--- src/rtl/gate_tt_sequencer.sv ---
// gate_tt_sequencer
//   Self-checking driver for a 2-input gate network. It steps {A,B} through
//   00,01,10,11 and holds each vector for SETTLE_CYCLES clocks so the network
//   can settle. F is then sampled for one cycle and compared against the
//   EXPECTED truth table. The per-vector results and an error summary are held
//   until the next accepted start.
//
// Ports
//   clock      in   rising-edge clock
//   reset_L    in   async active-low reset
//   start      in   request a sweep (ignored while busy)
//   dut_f      in   network output F
//   dut_a/b    out  network inputs A/B
//   busy       out  sweep in progress
//   done       out  sweep complete, held until next accepted start
//   pass       out  with done: no mismatching vectors
//   result     out  captured F per vector, index {A,B}
//   err_mask   out  result ^ EXPECTED for swept vectors
//   err_count  out  popcount of err_mask
module gate_tt_sequencer #(
  parameter int         SETTLE_CYCLES = 4,
  parameter logic [3:0] EXPECTED      = 4'b1001
) (
  input  logic       clock,
  input  logic       reset_L,
  input  logic       start,
  input  logic       dut_f,
  output logic       dut_a,
  output logic       dut_b,
  output logic       busy,
  output logic       done,
  output logic       pass,
  output logic [3:0] result,
  output logic [3:0] err_mask,
  output logic [2:0] err_count
);

  localparam int CW = (SETTLE_CYCLES > 1) ? $clog2(SETTLE_CYCLES) : 1;
  localparam logic [CW-1:0] LAST = CW'(SETTLE_CYCLES - 1);

  typedef enum logic [1:0] {IDLE, SETTLE, SAMPLE, DONE} state_t;

  state_t        state, state_nxt;
  logic [1:0]    vec;
  logic [CW-1:0] cnt;
  logic          accept;
  logic          mism;

  // start is only honoured while the controller is parked
  assign accept = start && (state == IDLE || state == DONE);
  assign mism   = dut_f ^ EXPECTED[vec];

  always_ff @(posedge clock or negedge reset_L) begin
    if (!reset_L) state <= IDLE;
    else          state <= state_nxt;
  end

  always_comb begin
    state_nxt = state;
    case (state)
      IDLE, DONE: if (start)       state_nxt = SETTLE;
      SETTLE:     if (cnt == LAST) state_nxt = SAMPLE;
      SAMPLE:     state_nxt = (vec == 2'b11) ? DONE : SETTLE;
      default:    state_nxt = IDLE;
    endcase
  end

  always_ff @(posedge clock or negedge reset_L) begin
    if (!reset_L) begin
      vec       <= 2'b00;
      cnt       <= '0;
      result    <= 4'b0000;
      err_mask  <= 4'b0000;
      err_count <= 3'd0;
    end else if (accept) begin
      vec       <= 2'b00;
      cnt       <= '0;
      result    <= 4'b0000;
      err_mask  <= 4'b0000;
      err_count <= 3'd0;
    end else if (state == SETTLE) begin
      cnt <= cnt + 1'b1;
    end else if (state == SAMPLE) begin
      result[vec]   <= dut_f;
      err_mask[vec] <= mism;
      err_count     <= err_count + 3'(mism);
      // vec stays at 11 in DONE so the network inputs hold at 1/1
      if (vec != 2'b11) begin
        vec <= vec + 2'b01;
        cnt <= '0;
      end
    end
  end

  // vec resets to 00 so A/B are 0 in IDLE; it holds 11 in DONE
  assign dut_a = vec[1];
  assign dut_b = vec[0];
  assign busy  = (state == SETTLE) || (state == SAMPLE);
  assign done  = (state == DONE);
  assign pass  = (state == DONE) && (err_mask == 4'b0000);

endmodule
--- config.mk ---
export PLATFORM = sky130hd
export DESIGN_NAME = gate_tt_sequencer
export DESIGN_NICKNAME = d
export VERILOG_FILES = /design/src/rtl/gate_tt_sequencer.sv
export SDC_FILE = /design/constraint.sdc
export NUM_CORES = 1
export LEC_CHECK = 0
export CORE_MARGIN = 3
export CORE_UTILIZATION = 50
export CTS_BUF_LIST = sky130_fd_sc_hd__clkbuf_8
export CTS_CLUSTER_DIAMETER = 40
export CTS_CLUSTER_SIZE = 10
export DETAILED_ROUTE_END_ITERATION = 10
export DONT_BUFFER_PORTS = 1
export HOLD_SLACK_MARGIN = 0.08
export PLACE_DENSITY = 0.71
export SYNTH_ARGS = -nofsm -noshare
export SYNTH_HDL_FRONTEND = slang
export SYNTH_SLANG_ARGS = --single-unit
--- constraint.sdc ---
create_clock -name clock -period 1.9 [get_ports clock]
set_input_delay 0.19 -clock clock [delete_from_list [all_inputs] [get_ports clock]]
set_output_delay 0.19 -clock clock [all_outputs]
set_load 0.01 [all_outputs]
; Word level (Yosys, flattened, before mapping)
; Cells that the tools add are included.
; W data, S select, Z words.
[word_totals]
regBits = 17
inputBits = 4
out_inout_bits = 16
word_cells = 64
[classes]
n_addsub = 3
n_lt_le_gt_ge = 2
n_eq_ne = 9
n_mux = 27
bitwise = 1
reduce_logical = 16
[op_table]
columns = op, count
row1 = $mux W4, 6
row2 = $mux W2, 11
row3 = $mux W3, 3
row4 = $bwmux W4, 2
row5 = $eq A2 B2 Y1 const B, 4
row6 = $ne A2 B2 Y1 const B, 4
row7 = $pmux W2 S3, 1
row8 = $reduce_and A2 Y1, 3
row9 = $reduce_bool A3 Y1, 2
row10 = $add A2 B1 Y2 const B, 2
row11 = $logic_not A4 Y1, 1
row12 = $reduce_bool A2 Y1, 2
row13 = $add A3 B1 Y3, 1
row14 = $logic_and A1 B1 Y1, 3
row15 = $lt A2 B3 Y1 const B, 1
row16 = $reduce_and A3 Y1, 1
row17 = $bmux W1 S2, 1
row18 = $demux W1 S2, 1
row19 = $eq A2 B1 Y1 const B, 1
row20 = $ge A2 B1 Y1 const B, 1
row21 = $logic_not A2 Y1, 1
row22 = $logic_or A1 B1 Y1, 2
row23 = $mux W1, 2
row24 = $reduce_or A2 Y1, 1
row25 = $xor A1 B1 Y1, 1

; Depth between registers and ports, before layout
[depth]
ltp_word = 8
ltp_mapped = 8
mapped_depth_nobuf = 8

; Worst setup path before layout
; OpenSTA, ideal clock, no wires.
[synth_path]
path_type = register to register
startpoint = reg vec[1]
endpoint = reg err_count[1]
setup_ps = 122
t_arrival_ps = 1598
required_time_ps = 1778
slack_ps = 180
stages_incl_launch_ff = 7
path_buffers = 0
synth_period_minus_slack_ps = 1720
path_cell_list = dfrtp_1 -> inv_1 -> ha_1 -> xnor2_1 -> ha_1 -> ha_1 -> a32o_1
[synth_via]
elab_chain_cells = 7
[synth_lines]
columns = element, line
row1 = start: declaration, 44  ; logic [1:0] vec;
row2 = start signal: assignment, 89  ; vec <= vec + 2'b01;
row3 = $bmux W1 S2, 51  ; assign mism = dut_f ^ EXPECTED[vec];
row4 = $mux W1 (not written as such), 51
row5 = $xor A1 B1 Y1, 51
row6 = $add A3 B1 Y3, 86  ; err_count <= err_count + 3'(mism);
row7 = $mux W3, 83  ; end else if (state == SAMPLE) begin
row8 = $mux W3, 81  ; end else if (state == SETTLE) begin
row9 = $mux W3, 75  ; end else if (accept) begin
row10 = end signal: assignment, 86
row11 = end: declaration, 35  ; output logic [2:0] err_count
; No other way between the ends. The select of a mux whose other input is x is not followed.
; A chain may end at the register's enable or synchronous reset.

; Final worst setup path
[layout_path]
startpoint = reg vec[1]
endpoint = reg err_count[2]
; The elaborated chain is that of the path after synthesis.

==> results.txt <==
Run status: finished clean
Area overhead of the layout relative to synthesis: 11.43%
Mean instance size in the synthesized netlist: 9.918 µm²
Most frequent cell on the critical path: sky130_fd_sc_hd__ha_1
CTS H-tree lvls: 1
Worst path arrival time: 1.86 ns
CTS clk-pin slew, worst paths: 0.07 ns
Maximum capacitance violations: 0
Total Nets Final: 117
Overall overflow remaining after global route: 0
Worst slack on hold paths: 0.1593 ns
Crit-path slowest cell: sky130_fd_sc_hd__dfrtp_1
Number of failing hold endpoints at the final stage: 0
Worst voltage drop across the vdd grid: 780.9 µV
Number of warnings printed during yosys synthesis: 0
Pin count of the biggest net entering global routing: 18
Number of nets with antenna violations after detailed routing: 0
Post-layout utilization of the core: 0.6014
Post-synthesis cell count: 96
Placed instance count: 121
Setup repair after global routing missed its margin: false
CP Cell Sequence: inv_1, ha_4, xnor2_2, ha_1, ha_1, nand2_1, mux2i_1, o21ai_1
Largest fanout on the critical path: 3
Total number of clock tree sinks: 17
Post-synthesis net count: 111
Max Clk Rate: 0.5778 GHz
Via count of the first global-routing pass: 755
Most used flip-flop cell after synthesis: sky130_fd_sc_hd__dfrtp_1
Setup TNS: 0 ns
Fraction of the yosys area taken by sequential cells: 0.4468
Die Wd: 49.64 µm
Filler-free cell count of the finished design: 126
I/O pin total: 20
Routed WL: 1.889 mm
Mean routed wirelength per cell: 14.99 µm
Post-synthesis instance area: 952.2 µm²
Floorplan row count: 15
Worst clock skew: 0.003534 ns
Die outline area: 0.002464 mm²
Relative slew slack: 0.4811
RePlAce Congestion: 0.8592
DRC violation count after routing: 0
Effective utilization at floorplan: 0.5397
Category of the most critical setup path: reg -> reg
Top cell type by total area after synthesis: sky130_fd_sc_hd__dfrtp_1
Number of buffers on the longest clock path: 2
Via total after detailed routing: 716
Hold/Removal Path Class: in -> reg
Number of antenna violations at the first check in global routing: 0
Post-synth top area share: 0.4468
Total leakage power: 0.5061 nW
Min Clock Period, post-route: 1.731 ns
Worst Setup Start Kind: flip-flop
Count of final setup violators: 0
Global Route Usage Sum: 0.1721
Synthesized flop and latch total: 17
Setup crit end kind: flip-flop
Async S/R FF share, synth: 1.000
Buffer cell driving the clock tree root: sky130_fd_sc_hd__clkbuf_8
Number of violations reported at the end of detailed-routing iteration 0: 13
Post-route fraction of the period consumed by the critical path: 0.9109
Post-detailed-route via-to-cell ratio: 5.683
Crit path buf inv count: 1
Clock tree from TritonCTS: built
Fraction of layout instances using a drive strength above 1: 0.1287
Distinct cell type count after synthesis: 28
Number of buffers created by CTS: 3
Global-route wire length before repair: 3.291 mm
Post-DP HPWL: 1.445 mm
Post-CTS Setup Inserts: 0
Clk Latency, worst-skew pair: 0.25 ns
Synth top area cells: sky130_fd_sc_hd__dfrtp_1 (45%), sky130_fd_sc_hd__ha_1 (14%), sky130_fd_sc_hd__nand2_1 (4.3%)
Number of I/O port buffers: 0
Number of detailed-route iterations in the first pass: 4
Category of cells accounting for the largest share of critical-path delay: adder cells
Power per Cell Area: 1651 mW/mm²
Number of antenna cells inserted: 0
Final total power: 1.752 mW
Worst Max-Slew Pin Slew: 0.7759 ns
Required time of the worst setup path: 2.03 ns
Die height: 49.64 µm
Delay of the slowest critical-path stage: 0.39 ns
Number of flops mapped to enable cells by yosys: 0
Placeable core area: 0.001764 mm²
Fin. max-slew vios: 0
## per-layer routing
layer  GRT usage  wire, µm  vias up
met3     0.06344       178        2
met5           0         0        -
met4     0.09217        13        0
li1            -         -      347
met1      0.2023       848      337
met2      0.2709       848       30
## stage by stage
step	setup WS, ns	cell area [µm²]
after floorplan	0.1805	952.2
after global placement	0.2582	985.9
after detailed placement	0.1628	985.9
after CTS	0.1510	1041
after global routing	0.03943	1061
final	0.1693	1061
## sequential cells by signal (all words and copies together) (netlist names)
register and cells:
result 4, err_mask 4, err_count 3, vec 2, cnt 2, state 2
## synth_stat cells (2+ instances only)
master,instances
sky130_fd_sc_hd__nand2b_1,2
sky130_fd_sc_hd__dfrtp_1,17
sky130_fd_sc_hd__o21ai_1,5
sky130_fd_sc_hd__nand3_1,4
sky130_fd_sc_hd__nor2_1,2
sky130_fd_sc_hd__a22oi_1,2
sky130_fd_sc_hd__a21oi_1,4
sky130_fd_sc_hd__nand2_1,11
sky130_fd_sc_hd__o22ai_1,2
sky130_fd_sc_hd__nor2b_1,2
sky130_fd_sc_hd__o21ai_0,8
sky130_fd_sc_hd__mux2i_1,3
sky130_fd_sc_hd__a32o_1,2
sky130_fd_sc_hd__inv_1,7
sky130_fd_sc_hd__ha_1,11
sky130_fd_sc_hd__a22o_1,2
## layout by cell type (no fill, tap or decap)
cell type,netlist,final
sky130_fd_sc_hd__o21ai_0,8,8
sky130_fd_sc_hd__clkbuf_8,0,3
sky130_fd_sc_hd__mux2i_1,3,3
sky130_fd_sc_hd__a22oi_1,2,2
sky130_fd_sc_hd__dfrtp_1,17,17
sky130_fd_sc_hd__a21oi_1,4,4
sky130_fd_sc_hd__o21bai_1,1,1
sky130_fd_sc_hd__nor2b_1,2,2
sky130_fd_sc_hd__xnor2_2,0,1
sky130_fd_sc_hd__a21o_1,1,1
sky130_fd_sc_hd__nand2_1,11,11
sky130_fd_sc_hd__and2_4,1,1
sky130_fd_sc_hd__o22ai_1,2,2
sky130_fd_sc_hd__and2_1,1,1
sky130_fd_sc_hd__inv_1,7,7
sky130_fd_sc_hd__nor2_1,2,2
sky130_fd_sc_hd__buf_4,1,2
sky130_fd_sc_hd__inv_2,1,2
sky130_fd_sc_hd__nand2_2,1,1
sky130_fd_sc_hd__ha_1,11,10
sky130_fd_sc_hd__a32o_1,2,2
sky130_fd_sc_hd__nor4_1,1,1
sky130_fd_sc_hd__o21ai_1,5,5
sky130_fd_sc_hd__o22ai_2,1,1
sky130_fd_sc_hd__nand2b_1,2,2
sky130_fd_sc_hd__a21oi_2,1,1
sky130_fd_sc_hd__ha_4,0,1
sky130_fd_sc_hd__a22o_1,2,2
sky130_fd_sc_hd__nand3_1,4,4
sky130_fd_sc_hd__dlygate4sd3_1,0,1
## where the power goes
| group | switching [mW] | leakage [nW] | internal (mW) |
|---|---|---|---|
| Combinational | 0.508 | 0.255 | 0.352 |
| Clock | 0.116 | 0.0269 | 0.143 |
| Sequential | 0.143 | 0.224 | 0.489 |
## kinds of logic (layout without fill, tap and decap cells)
logic type | after synthesis | in the layout | synth area share
DFF | 17 | 17 | 0.4468
xor gates and xnor gates | 1 | 1 | 0.009200
muxes | 3 | 3 | 0.03154
adders and majority gates | 11 | 11 | 0.1445
AOI/OAI and AO/OA | 29 | 29 | 0.1958
buffers and inverters | 10 | 15 | 0.04468
and+or+nand+nor | 25 | 25 | 0.1275
## worst reg2reg max path: stages, from the launching register on
cell and delay (ns):
sky130_fd_sc_hd__dfrtp_1 0.39, sky130_fd_sc_hd__inv_1 0.16, sky130_fd_sc_hd__ha_4 0.24, sky130_fd_sc_hd__xnor2_2 0.14, sky130_fd_sc_hd__ha_1 0.18, sky130_fd_sc_hd__ha_1 0.17, sky130_fd_sc_hd__nand2_1 0.07, sky130_fd_sc_hd__mux2i_1 0.18
sky130_fd_sc_hd__o21ai_1 0.08
## cell type report
| cell class | count | area, µm² |
|---|---|---|
| multi-input combinational | 69 | 504.2 |
| sequential | 17 | 425.4 |
| timing repair buffer | 3 | 25.02 |
| clock buffer | 3 | 41.29 |
| clock inverter | 1 | 3.754 |
| tap | 25 | 31.28 |
| fill | 158 | 703.2 |
| inverter | 8 | 30.03 |
## final timing paths
kind / startpoint / slack (ns) / endpoint / depth (start not counted)
setup / recovery: vec[1] / 0.17 / err_count[2] / 8
hold / removal: start / 0.16 / state[0] / 2
setup reg to reg: vec[1] / 0.17 / err_count[2] / 8
hold reg to reg: cnt[1] / 0.57 / cnt[1] / 2
max in group asynchronous: reset_L / 0.95 / cnt[0] / 1
min in group asynchronous: reset_L / 0.46 / err_count[1] / 1
## timing repair
item / in CTS / in global routing
hold endpoints to repair: 17 / 0
resized for setup: 0 / 3
setup endpoints to repair: 0 / 1
hold buffers: 1 / 0
(Power assumes the default switching activity.)
